[src/rtl/dphy_lane_serializer.sv]
// MIPI D-PHY data-lane transmit sequencer: LP-11/LP-01/LP-00 entry, HS-zero, sync byte,
// LSB-first payload per lane, trail and LP-11 exit. One HS bit per clock, lanes in lockstep.
module dphy_lane_serializer #(
    parameter int         NUM_LANES = 1,
    parameter int         T_LPX     = 4,
    parameter int         T_PREP    = 4,
    parameter int         T_ZERO    = 8,
    parameter int         T_TRAIL   = 4,
    parameter int         T_EXIT    = 4,
    parameter logic [7:0] SYNC_BYTE = 8'hB8
) (
    input  logic                   clk_i,
    input  logic                   rst_n_i,
    input  logic [8*NUM_LANES-1:0] data_i,
    input  logic                   valid_i,
    input  logic                   last_i,
    output logic                   ready_o,
    output logic [NUM_LANES-1:0]   do_p_o,
    output logic [NUM_LANES-1:0]   do_n_o,
    output logic                   busy_o,
    output logic                   underflow_o
);

    localparam int MAX_A  = (T_LPX > T_PREP) ? T_LPX : T_PREP;
    localparam int MAX_B  = (T_ZERO > T_TRAIL) ? T_ZERO : T_TRAIL;
    localparam int MAX_C  = (T_EXIT > 8) ? T_EXIT : 8;
    localparam int MAX_AB = (MAX_A > MAX_B) ? MAX_A : MAX_B;
    localparam int MAX_T  = (MAX_AB > MAX_C) ? MAX_AB : MAX_C;
    localparam int CW     = $clog2(MAX_T + 1);

    localparam logic [2:0] ST_STOP  = 3'd0;
    localparam logic [2:0] ST_RQST  = 3'd1;
    localparam logic [2:0] ST_PREP  = 3'd2;
    localparam logic [2:0] ST_ZERO  = 3'd3;
    localparam logic [2:0] ST_SYNC  = 3'd4;
    localparam logic [2:0] ST_DATA  = 3'd5;
    localparam logic [2:0] ST_TRAIL = 3'd6;
    localparam logic [2:0] ST_EXIT  = 3'd7;

    logic [2:0]             state_q, state_d;
    logic [CW-1:0]          cnt_q, cnt_d;
    logic [8*NUM_LANES-1:0] shift_q, shift_d;
    logic                   last_q, last_d;
    logic [NUM_LANES-1:0]   trail_q, trail_d;
    logic                   bit_last;

    assign bit_last = (cnt_q == CW'(7));

    always_comb begin
        state_d     = state_q;
        cnt_d       = cnt_q + CW'(1);
        shift_d     = shift_q;
        last_d      = last_q;
        trail_d     = trail_q;
        ready_o     = 1'b0;
        underflow_o = 1'b0;
        case (state_q)
            ST_STOP: begin
                cnt_d = '0;
                if (valid_i) begin
                    state_d = ST_RQST;
                end
            end
            ST_RQST: begin
                if (cnt_q == CW'(T_LPX - 1)) begin
                    state_d = ST_PREP;
                    cnt_d   = '0;
                end
            end
            ST_PREP: begin
                if (cnt_q == CW'(T_PREP - 1)) begin
                    state_d = ST_ZERO;
                    cnt_d   = '0;
                end
            end
            ST_ZERO: begin
                if (cnt_q == CW'(T_ZERO - 1)) begin
                    state_d = ST_SYNC;
                    cnt_d   = '0;
                end
            end
            ST_SYNC: begin
                if (bit_last) begin
                    ready_o = 1'b1;
                    shift_d = data_i;
                    last_d  = last_i;
                    state_d = ST_DATA;
                    cnt_d   = '0;
                end
            end
            ST_DATA: begin
                for (int k = 0; k < NUM_LANES; k++) begin
                    shift_d[8*k +: 8] = {1'b0, shift_q[8*k+1 +: 7]};
                end
                if (bit_last) begin
                    cnt_d = '0;
                    // Bit 7 is on the line right now; the trail drives its complement.
                    for (int k = 0; k < NUM_LANES; k++) begin
                        trail_d[k] = ~shift_q[8*k];
                    end
                    if (last_q) begin
                        state_d = ST_TRAIL;
                    end else begin
                        ready_o = 1'b1;
                        if (valid_i) begin
                            shift_d = data_i;
                            last_d  = last_i;
                        end else begin
                            underflow_o = 1'b1;
                            state_d     = ST_TRAIL;
                        end
                    end
                end
            end
            ST_TRAIL: begin
                if (cnt_q == CW'(T_TRAIL - 1)) begin
                    state_d = ST_EXIT;
                    cnt_d   = '0;
                end
            end
            ST_EXIT: begin
                if (cnt_q == CW'(T_EXIT - 1)) begin
                    state_d = ST_STOP;
                    cnt_d   = '0;
                end
            end
            default: begin
                state_d = ST_STOP;
                cnt_d   = '0;
            end
        endcase
    end

    always_ff @(posedge clk_i or negedge rst_n_i) begin
        if (!rst_n_i) begin
            state_q <= ST_STOP;
            cnt_q   <= '0;
            shift_q <= '0;
            last_q  <= 1'b0;
            trail_q <= '0;
        end else begin
            state_q <= state_d;
            cnt_q   <= cnt_d;
            shift_q <= shift_d;
            last_q  <= last_d;
            trail_q <= trail_d;
        end
    end

    // Line levels depend only on registered state, so the pads never see input glitches.
    always_comb begin
        do_p_o = '1;
        do_n_o = '1;
        case (state_q)
            ST_RQST: begin
                do_p_o = '0;
                do_n_o = '1;
            end
            ST_PREP: begin
                do_p_o = '0;
                do_n_o = '0;
            end
            ST_ZERO: begin
                do_p_o = '0;
                do_n_o = '1;
            end
            ST_SYNC: begin
                do_p_o = {NUM_LANES{SYNC_BYTE[cnt_q[2:0]]}};
                do_n_o = ~do_p_o;
            end
            ST_DATA: begin
                for (int k = 0; k < NUM_LANES; k++) begin
                    do_p_o[k] = shift_q[8*k];
                end
                do_n_o = ~do_p_o;
            end
            ST_TRAIL: begin
                do_p_o = trail_q;
                do_n_o = ~trail_q;
            end
            default: begin
                do_p_o = '1;
                do_n_o = '1;
            end
        endcase
    end

    assign busy_o = (state_q != ST_STOP);

endmodule
[config.mk]
export PLATFORM = sky130hd
export DESIGN_NAME = dphy_lane_serializer
export DESIGN_NICKNAME = d
export VERILOG_FILES = /design/src/rtl/dphy_lane_serializer.sv
export SDC_FILE = /design/constraint.sdc
export NUM_CORES = 1
export LEC_CHECK = 0
export CORE_ASPECT_RATIO = 0.8
export CORE_UTILIZATION = 25
export DETAILED_ROUTE_END_ITERATION = 8
export GPL_TIMING_DRIVEN = 0
export SLEW_MARGIN = 25
export SYNTH_ARGS = -nofsm -noshare
export SYNTH_HDL_FRONTEND = slang
export SYNTH_SLANG_ARGS = --single-unit
[constraint.sdc]
create_clock -name clk_i -period 1.85 [get_ports clk_i]
set_input_delay 0.185 -clock clk_i [delete_from_list [all_inputs] [get_ports clk_i]]
set_output_delay 0.185 -clock clk_i [all_outputs]
set_load 0.01 [all_outputs]
==> flow_summary.toml <==
[run_status]
status = "finished clean"

[logic_synthesis]
synth_warnings = 0
synth_area_leaders = "dfrtp_1 40%, mux2i_1 8.4%, a21oi_1 6.5%"
yosysSeqAreaShare_pct = 39.6
synthesis.instances = 114
syn_nets = 127
synth_area_sq_um = 1070
synth_ff_type = "dfrtp_1"
ys_async_sr_fraction_pct = 100
synth_top_area_share_pct = 39.6
synth_edf_count = 0
synth_seq_cells = 17
yosys.area.top_type = "dfrtp_1"
synth_cell_types = 33
synth_area_per_cell_sq_um = 9.42
synthTopCellsByCount = "17 x dfrtp_1, 17 x nor2_1, 14 x a21oi_1"

[layout]
nets = 153
drive_above_1_share_pct = 20.9
area_growth_pct = 33.2
fill_cells = 433
antennaDiodeCount = 0
fin_area_sq_um = 1430

[grt]
use_met2_pct = 19.8
grt_util_all_layers_pct = 12.3
antenna_found_initial = 0
grt_use_met3_pct = 3.99
overflow = 0
grt_pass1_vias = 875
grtUsageMet1_pct = 17.5
grt_first_pass_wirelength_um = 4180
grt-busiest-layer = "met2"
grt_max_degree = 18

[sta]
max_freq_ghz = 0.558
post-route-period-util_pct = 96.8
maxSlewHeadroom_pct = 46.6
period_needed_ns = 1.79
rsz0062_at_grt = "yes"
setup_viol = 0
drv_slew = 0
fin_skew_ns = 0.00383
tightest_slew_ns = 0.799
fin_hold_ws_ns = 0.387
finalHoldViolations = 0

[critical_path]
r2r-start = "cnt_q[1]$_DFF_PN0_"
rrSetupSlack_ns = 0.23
endpoint = "do_p_o"
path_buf_inv = 2
crit_cells = 6
timing.rr.end = "shift_q[5]$_DFFE_PN0P_"
required_ns = 1.66
critPathLaunchType = "flop"
path_delay_family = "flip-flops"
reg2reg_depth = 7
crit_slowest_cell = "dfrtp_1"
arrival_ns = 1.61
crit_type = "reg -> out"
critPathMaxStageDelay_ns = 0.40
critical_path.max_fanout = 2
path_cells = "buf_4 -> mux2i_4 -> nand3_1 -> a21oi_2 -> a211oi_2 -> clkdlybuf4s15_2"
crit_path_start = "cnt_q[1]$_DFF_PN0_"
cp-end-kind = "primary output"

[routing]
routed_via_density = 4.70
initialDrtViolationCount = 46
routed_wl_um = 2390
routedWlPerCell_um = 12.3
vias = 912
drcViolationCount = 0
postRouteAntennaNets = 0
drt_first_pass_iters = 5

[floorplan]
num_rows = 20
fp.dieW_um = 75.3
die_y_um = 60.6
initial_core_util_pct = 27.2
pin_count = 17
dieArea_sq_um = 4560
fp.coreArea_sq_um = 3950

[placement]
placed_area_sq_um = 1300
place_congestion = 0.835
hpwlAfterDp_um = 1730
port_buffers = 16

[clocking]
clock-sinks = 17
clkSlewWorstSetupHoldPaths_ns = 0.08
cts_buffer_depth = 2
clk_latency_ns = 0.26
htreeDepth = 1
clockRootBuffer = "clkbuf_8"
cts_made_buffers = 3
cts_tree = "built"

[power]
cellPowerDensity_nw_per_um2 = 1520
irDropWorstVdd_v = 0.000506
p_leak_nw = 0.635

[min_path]
hold_path_class = "in -> async"

[flow_run]
drv_cap = 0
[repair_timing]
item | 4_1_cts | 5_1_grt
buffers inserted | 2 | 3
gates resized for setup | 17 | 7
hold buffers | 0 | 0
pin swaps | 1 | 3
endpoints found under the setup margin | 5 | 5
endpoints found under the hold margin | 0 | 0
[kinds of logic (layout without fill, tap and decap cells)]
logic type	count (synthesis)	count (layout)	share of synthesized area, %
XOR/XNOR	3	3	2.45
adder cells (fa/ha/maj)	1	1	1.17
multiplexers	10	10	10.5
flip-flops	17	17	39.6
buffers and inverters	10	35	5.36
AND/OR/NAND/NOR	41	41	20.5
AO/OA/AOI/OAI	32	32	20.4
[state kept, by name, indices dropped and copies added, names as in the netlist]
name,count
last_q,1
trail_q,1
cnt_q,4
shift_q,8
state_q,3
[power breakdown]
part	switching [mW]	leakage, nW	total (mW)	internal, mW
Sequential	0.120	0.191	0.661	0.541
Clock	0.147	0.0217	0.299	0.152
Combinational	0.614	0.422	1.21	0.596
[through the flow]
stage,TNS [ns],util [%],instances,total power [mW],worst slack [ns]
4_1_cts,-0.0449,35.4,191,2.11,-0.0449
3_5_place_dp,-0.442,32.9,185,1.70,-0.221
5_1_grt,-0.0140,36.2,194,2.38,-0.0134
3_3_place_gp,-0.327,32.9,185,1.66,-0.163
2_1_floorplan,0,-,114,1.43,0.328
6_report,0,36.2,194,2.17,0.0589
[cell usage in the layout, fill, tap and decap left out, types with 3 or more instances in the layout]
cell / instances
dfrtp_1: 17
nor2_1: 16
a21oi_1: 13
clkdlybuf4s50_1: 11
buf_4: 8
mux2i_1: 8
nand2_1: 7
nand2b_1: 5
inv_1: 4
o21ai_0: 4
clkbuf_8: 3
[layout make-up]
cell class	count	area [sq um]	area share, %
clock buffers	3	41.3	2.89
plain buffers	6	50.0	3.50
flip-flops and latches	17	425	29.7
well taps	55	68.8	4.81
multi-input cells	87	632	44.2
clock inverters	1	7.51	0.525
repair buffers	21	190	13.3
inverters	4	15.0	1.05
[layer usage]
layer / wire [um] / vias up / share of wire, %
li1: - / 451 / -
met1: 1220 / 438 / 51
met2: 1060 / 23 / 44
met3: 115 / 0 / 4.8
met4: 0 / 0 / 0
met5: 0 / - / 0
[worst min path at each step]
stage	to	cells past startpoint
after floorplan	cnt_q[0]$_DFF_PN0_	0
after global placement	trail_q$_DFFE_PN0P_	1
after detailed placement	trail_q$_DFFE_PN0P_	1
after CTS	shift_q[6]$_DFFE_PN0P_	1
after global routing	shift_q[6]$_DFFE_PN0P_	1
final	shift_q[7]$_DFFE_PN0P_	1
(Power assumes the default switching activity.)
==> variant 1: new RTL, config.mk and constraints unchanged <==
`shift_q` no longer has a reset.
--- a/src/rtl/dphy_lane_serializer.sv
+++ b/src/rtl/dphy_lane_serializer.sv
@@ -136,5 +136,4 @@
             state_q <= ST_STOP;
             cnt_q   <= '0;
-            shift_q <= '0;
             last_q  <= 1'b0;
             trail_q <= '0;
@@ -142,8 +141,11 @@
             state_q <= state_d;
             cnt_q   <= cnt_d;
-            shift_q <= shift_d;
             last_q  <= last_d;
             trail_q <= trail_d;
         end
+    end
+
+    always_ff @(posedge clk_i) begin
+        shift_q <= shift_d;
     end
 
Function: no difference found for any inputs over 10 cycles, from zero or initial values and one cycle with rst_n_i low; that may be too few to reach the edited logic, so the function may still have changed.
==> variant 1 against the original RTL <==
- register-to-register slack worse by 90 ps
- sequential cell count stayed put
- first-iteration DRC count is 72% higher
- largest power group unchanged
- cell count is 6.7% lower
- design area is 3.6% lower
- total power is 13% lower
- setup slack worse by 6.1 ps
- wire length is 7.9% lower
- synthesized cell count is 8.8% lower
- synthesized area is 4.1% lower
- critical path depth is 2 lower
- largest cell class unchanged
- non-clock buffer count is 3 lower
- count of clock-buffer cells in the layout stayed put
==> variant 1: results (changes against the original RTL) <==
metric	value	unit	change
sequential share of the synthesized area	45.20	%	+5.6 points
Worst Tran Pin Value	461.5	ps	-337.6 ps
Synth top area share	23.33	%	-16 points
r2r worst-path depth	6		-1
RR Endpoint	shift_q[4]		
final net count	140		-8.5%
post-synth cell types	36		+9.1%
Crit path largest cell delay	470	ps	+70 ps
gp weighted congestion	0.8482		+1.6%
status	complete, no violations		
clock tree buffer depth	2		unchanged
GRT Util Overall	11.28	%	-1.1 points
critical path arrival	1610	ps	about the same
crit path to	busy_o		
final non-filler cell total	181		-6.7%
R2R setup slack	140	ps	-90 ps
synth cell count leaders	9 x a21oi_1, 9 x dfrtp_1, 9 x nor2_1		
Post-synth ARST share	52.94	%	-47 points
DRT Wirelength	2201	um	-7.9%
post-detail-place hpwl	1595	um	-7.7%
first-pass GRT wire length	3781	um	-9.6%
DRT Pass-1 Iters	4		-1
Slowest cell on crit path	clkdlybuf4s50_1		
VDD IR max	0.0005307	V	+4.9%
top cells by area, synth	edfxtp_1 23%, dfrtp_1 22%, mux2_2 8.7%, a21oi_1 4.4%, o21ai_0 3.9%		
number of global-route vias before repair	841		-3.9%
Tmin final	1797	ps	+6.103 ps
Post-synth EDFFs	8		+8
pin count of the biggest net entering global routing	11		-7
Post-Synthesis Cells	104		-8.8%
ratio of cells with drive above 1 in the final layout	27.78	%	+6.9 points
H-tree levels	1		unchanged
Critical R2R Launch	cnt_q[0]		
vias per cell	4.746		+0.95%
Setup Slack @ Placement	-152.0	ps	+69.24 ps
Leak	0.5034	nW	-21%
post-synth net total	117		-7.9%
DRT iter0 DRCs	79		+72%
Worst Clk Skew	6.352	ps	+2.525 ps
placed insts	175		-5.4%
Max Cap Viol	0		unchanged
crit path max fanout	10		+8
Clk Latency, worst-skew pair	260	ps	about the same
crit path from	state_q[1]		
variant 1: changes by cell type after synthesis, moves of 3 or more:
| cell | delta |
|---|---|
| mux2_2 | +8 |
| nor2_1 | -8 |
| a21oi_1 | -5 |
| nor3_1 | +3 |
| dfrtp_1 | -8 |
| mux2i_1 | -8 |
| o21ai_0 | +4 |
| edfxtp_1 | +8 |
variant 1: cells by family (layout without fill, tap and decap cells):
family                   count (synthesis)  in the layout  synth area share, %
AO/OA/AOI/OAI                           28             28                16.41
flip-flops                              17             17                45.20
XOR/XNOR                                 1              1               0.8507
adder cells (fa/ha/maj)                  1              1                1.215
AND/OR/NAND/NOR                         39             39                22.24
multiplexers                            10             10                10.81
buffers and inverters                    8             30                3.280
variant 1: what timing repair did:
action / in CTS / in global routing
setup buffers: 1 / 1
resized for setup: 21 / 9
hold buffers: 0 / 0
pin swaps: 0 / 2
setup endpoints to repair: 20 / 19
variant 1: critical path, delay by kind of cell (launching register included):
| family | cells | cell delay (ps) |
|---|---|---|
| buffers and inverters | 3 | 730 |
| flip-flops | 1 | 460 |
| AND/OR/NAND/NOR | 1 | 170 |
variant 1: power by group:
part	switching (W)	internal (W)	total, W
Sequential	0.0000963	0.000518	0.000615
Clock	0.000141	0.000150	0.000290
Combinational	0.000514	0.000474	0.000988
variant 1: final cells by class:
cell class,count,area [um^2]
timing repair buffer,18,171.4
tap,55,68.82
sequential,17,469.2
fill,391,2500
inverter,2,7.507
clock inverter,1,5.005
multi-input combinational,79,569.3
clock buffer,3,41.29
buffer,6,46.29
variant 1: through the flow:
stage	util, %	cell area [um^2]	TNS, ps
global route	35.55	1379	0
finish	35.55	1379	0
floorplan	-	1030	0
detailed placement	32.45	1259	-1479
CTS	34.84	1351	0
global placement	32.45	1259	-965.1
variant 1: worst min-delay path by stage:
| stage | startpoint | cells after the start | end | slack, ps |
|---|---|---|---|---|
| after floorplan | rst_n_i | 0 | cnt_q[0] | -110 |
| after global placement | shift_q[0] | 1 | trail_q | 440 |
| after detailed placement | shift_q[0] | 1 | trail_q | 450 |
| after CTS | rst_n_i | 1 | trail_q | 270 |
| after global routing | rst_n_i | 1 | trail_q | 280 |
| final | rst_n_i | 1 | state_q[2] | 240 |
variant 1: per-layer routing:
metal	track usage (%)	routed length (um)	vias to the layer above
met1	14.72	1037	415
met4	2.198	0	0
met2	18.09	1043	19
met3	4.082	121	0
li1	-	-	425
met5	0	0	-
==> variant 2: new RTL, same settings <==
Without the edit above. The parameter `T_PREP` goes from 4 to 8.
--- a/src/rtl/dphy_lane_serializer.sv
+++ b/src/rtl/dphy_lane_serializer.sv
@@ -4,5 +4,5 @@
     parameter int         NUM_LANES = 1,
     parameter int         T_LPX     = 4,
-    parameter int         T_PREP    = 4,
+    parameter int         T_PREP    = 8,
     parameter int         T_ZERO    = 8,
     parameter int         T_TRAIL   = 4,
Behaviour: not the same (a bounded check fails within 10 cycles, from zero or initial values and one cycle with rst_n_i low).
==> variant 2 against the original RTL <==
- via count fell by 13%
- synthesized area fell by 8.2%
- register-to-register slack got worse by 20 ps
- total power fell by 3.8%
- design area fell by 9.1%
- global-route usage fell by 1.5 points
- sequential cell count did not move
- setup slack improved by 16 ps
- wire length fell by 16%
- highest routed layer is now met4
==> variant 2: results (changes against the original RTL) <==
metric	value	unit	change
Filler cells	385		-11%
number of global-route vias before repair	747		-15%
gp weighted congestion	0.7605		-8.9%
H-tree levels	1		unchanged
Hold Crit Class	in2async		
Crit path largest cell delay	420	ps	+20 ps
Worst Clk Skew	4.386	ps	+0.5592 ps
DRT iter0 DRCs	65		+41%
Clk Latency, worst-skew pair	260	ps	about the same
Worst slew margin	48.15	%	+1.6 points
root cell of the clock tree	clkbuf_8		
Worst-path clk slew	70	ps	
post-detail-place hpwl	1438	um	-17%
R2R setup slack	210	ps	-20 ps
sequential share of the synthesized area	43.15	%	+3.5 points
port bufs	16		unchanged
post-synth cell types	32		-3.0%
Fin Hold WS	379.9	ps	-7.473 ps
VDD IR max	0.0003750	V	-26%
DRT Pass-1 Iters	4		-1
n_diodes	0		unchanged
CP top delay family	flip-flops		
top cells by area, synth	dfrtp_1 43%, mux2i_1 8.1%, a21oi_1 5.1%, o21ai_0 4.6%, nor2_1 4.6%		
DRT Wirelength	1998	um	-16%
Top Registers	shift_q (8), cnt_q (4), state_q (3)		
post-synth net total	117		-7.9%
initial antenna violation count	0		unchanged
critical path arrival	1590	ps	-20 ps
GRT Util Overall	10.81	%	-1.5 points
Synth top area share	43.15	%	+3.5 points
Via Count	797		-13%
Post-synth ARST share	100.0	%	unchanged
Setup Slack @ Placement	-117.7	ps	+103.5 ps
pin count of the biggest net entering global routing	18		unchanged
routed len/inst	11.04	um	-10%
Slowest cell on crit path	dfrtp_1		
Yosys Warn Count	0		unchanged
final net count	140		-8.5%
syn_area_per_cell	9.480	um^2	+0.67%
overflow left after global routing	0		unchanged
placed insts	175		-5.4%
clock tree buffer depth	2		unchanged
ratio of cells with drive above 1 in the final layout	22.22	%	+1.4 points
r2r worst-path depth	4		-3
CTS Buf Count	3		unchanged
Internal Power	0.001227	W	-4.8%
Critical R2R Launch	last_q		
status	complete, no violations		
RR Endpoint	shift_q[6]		
first-pass GRT wire length	3436	um	-18%
crit path max fanout	2		unchanged
Leak	0.5592	nW	-12%
synth cell count leaders	17 x dfrtp_1, 12 x nor2_1, 10 x a21oi_1, 9 x o21ai_0, 8 x mux2i_1		
[variant 2: stage by stage]
step	total power (W)	utilization, %	TNS [ps]	cell area (um^2)
final	0.002086	34.40	0	1300
after CTS	0.002073	34.11	0	1289
after detailed placement	0.001747	32.15	-333.9	1215
after global placement	0.001718	32.15	-285.4	1215
after global routing	0.002271	34.40	-2.609	1300
after floorplan	0.001468	-	0	985.9
[variant 2: area by class of cell]
cell class | instances | area share, %
plain buffers | 6 | 3.465
repair buffers | 18 | 12.32
clock buffers | 3 | 3.176
clock inverters | 1 | 0.5775
flip-flops and latches | 17 | 32.72
inverters | 6 | 1.732
well taps | 55 | 5.294
multi-input cells | 75 | 40.71
[variant 2: power groups by stage]
stage	logic, W	registers, W	clock network (W)
after floorplan	0.000835	0.000633	0
after global placement	0.00107	0.000650	0
after detailed placement	0.00109	0.000660	0
after CTS	0.00112	0.000656	0.000299
after global routing	0.00127	0.000680	0.000318
final	0.00114	0.000656	0.000289
[variant 2: worst max-delay path by stage]
stage	startpoint	to	slack, ps	cells after the start
after floorplan	cnt_q[0]	state_q[0]	230	5
after global placement	state_q[0]	do_n_o	-140	6
after detailed placement	state_q[0]	do_n_o	-120	6
after CTS	state_q[0]	do_p_o	10	6
after global routing	cnt_q[1]	do_n_o	-3	6
final	cnt_q[1]	do_n_o	70	6
[variant 2: kinds of logic after synthesis]
family / share of synthesized area (%)
AOI/OAI and AO/OA: 17.13
xor gates and xnor gates: 4.442
adders and majority gates: 1.269
buffers and inverters: 6.217
DFF: 43.15
muxes: 10.41
and+or+nand+nor: 17.39
[variant 2: routing by layer]
layer  wire length, um  part of all wire, %  track usage, %
met1              1015                   51           14.52
met2               847                   42           15.75
met3               111                  5.6           4.000
met4                23                  1.2           4.202
met5                 0                    0               0
[variant 2: what timing repair did]
item / in CTS / in global routing
endpoints found under the setup margin: 5 / 4
gates cloned: 0 / 0
endpoints found under the hold margin: 0 / 0
setup buffers: 2 / 0
resized for setup: 15 / 11
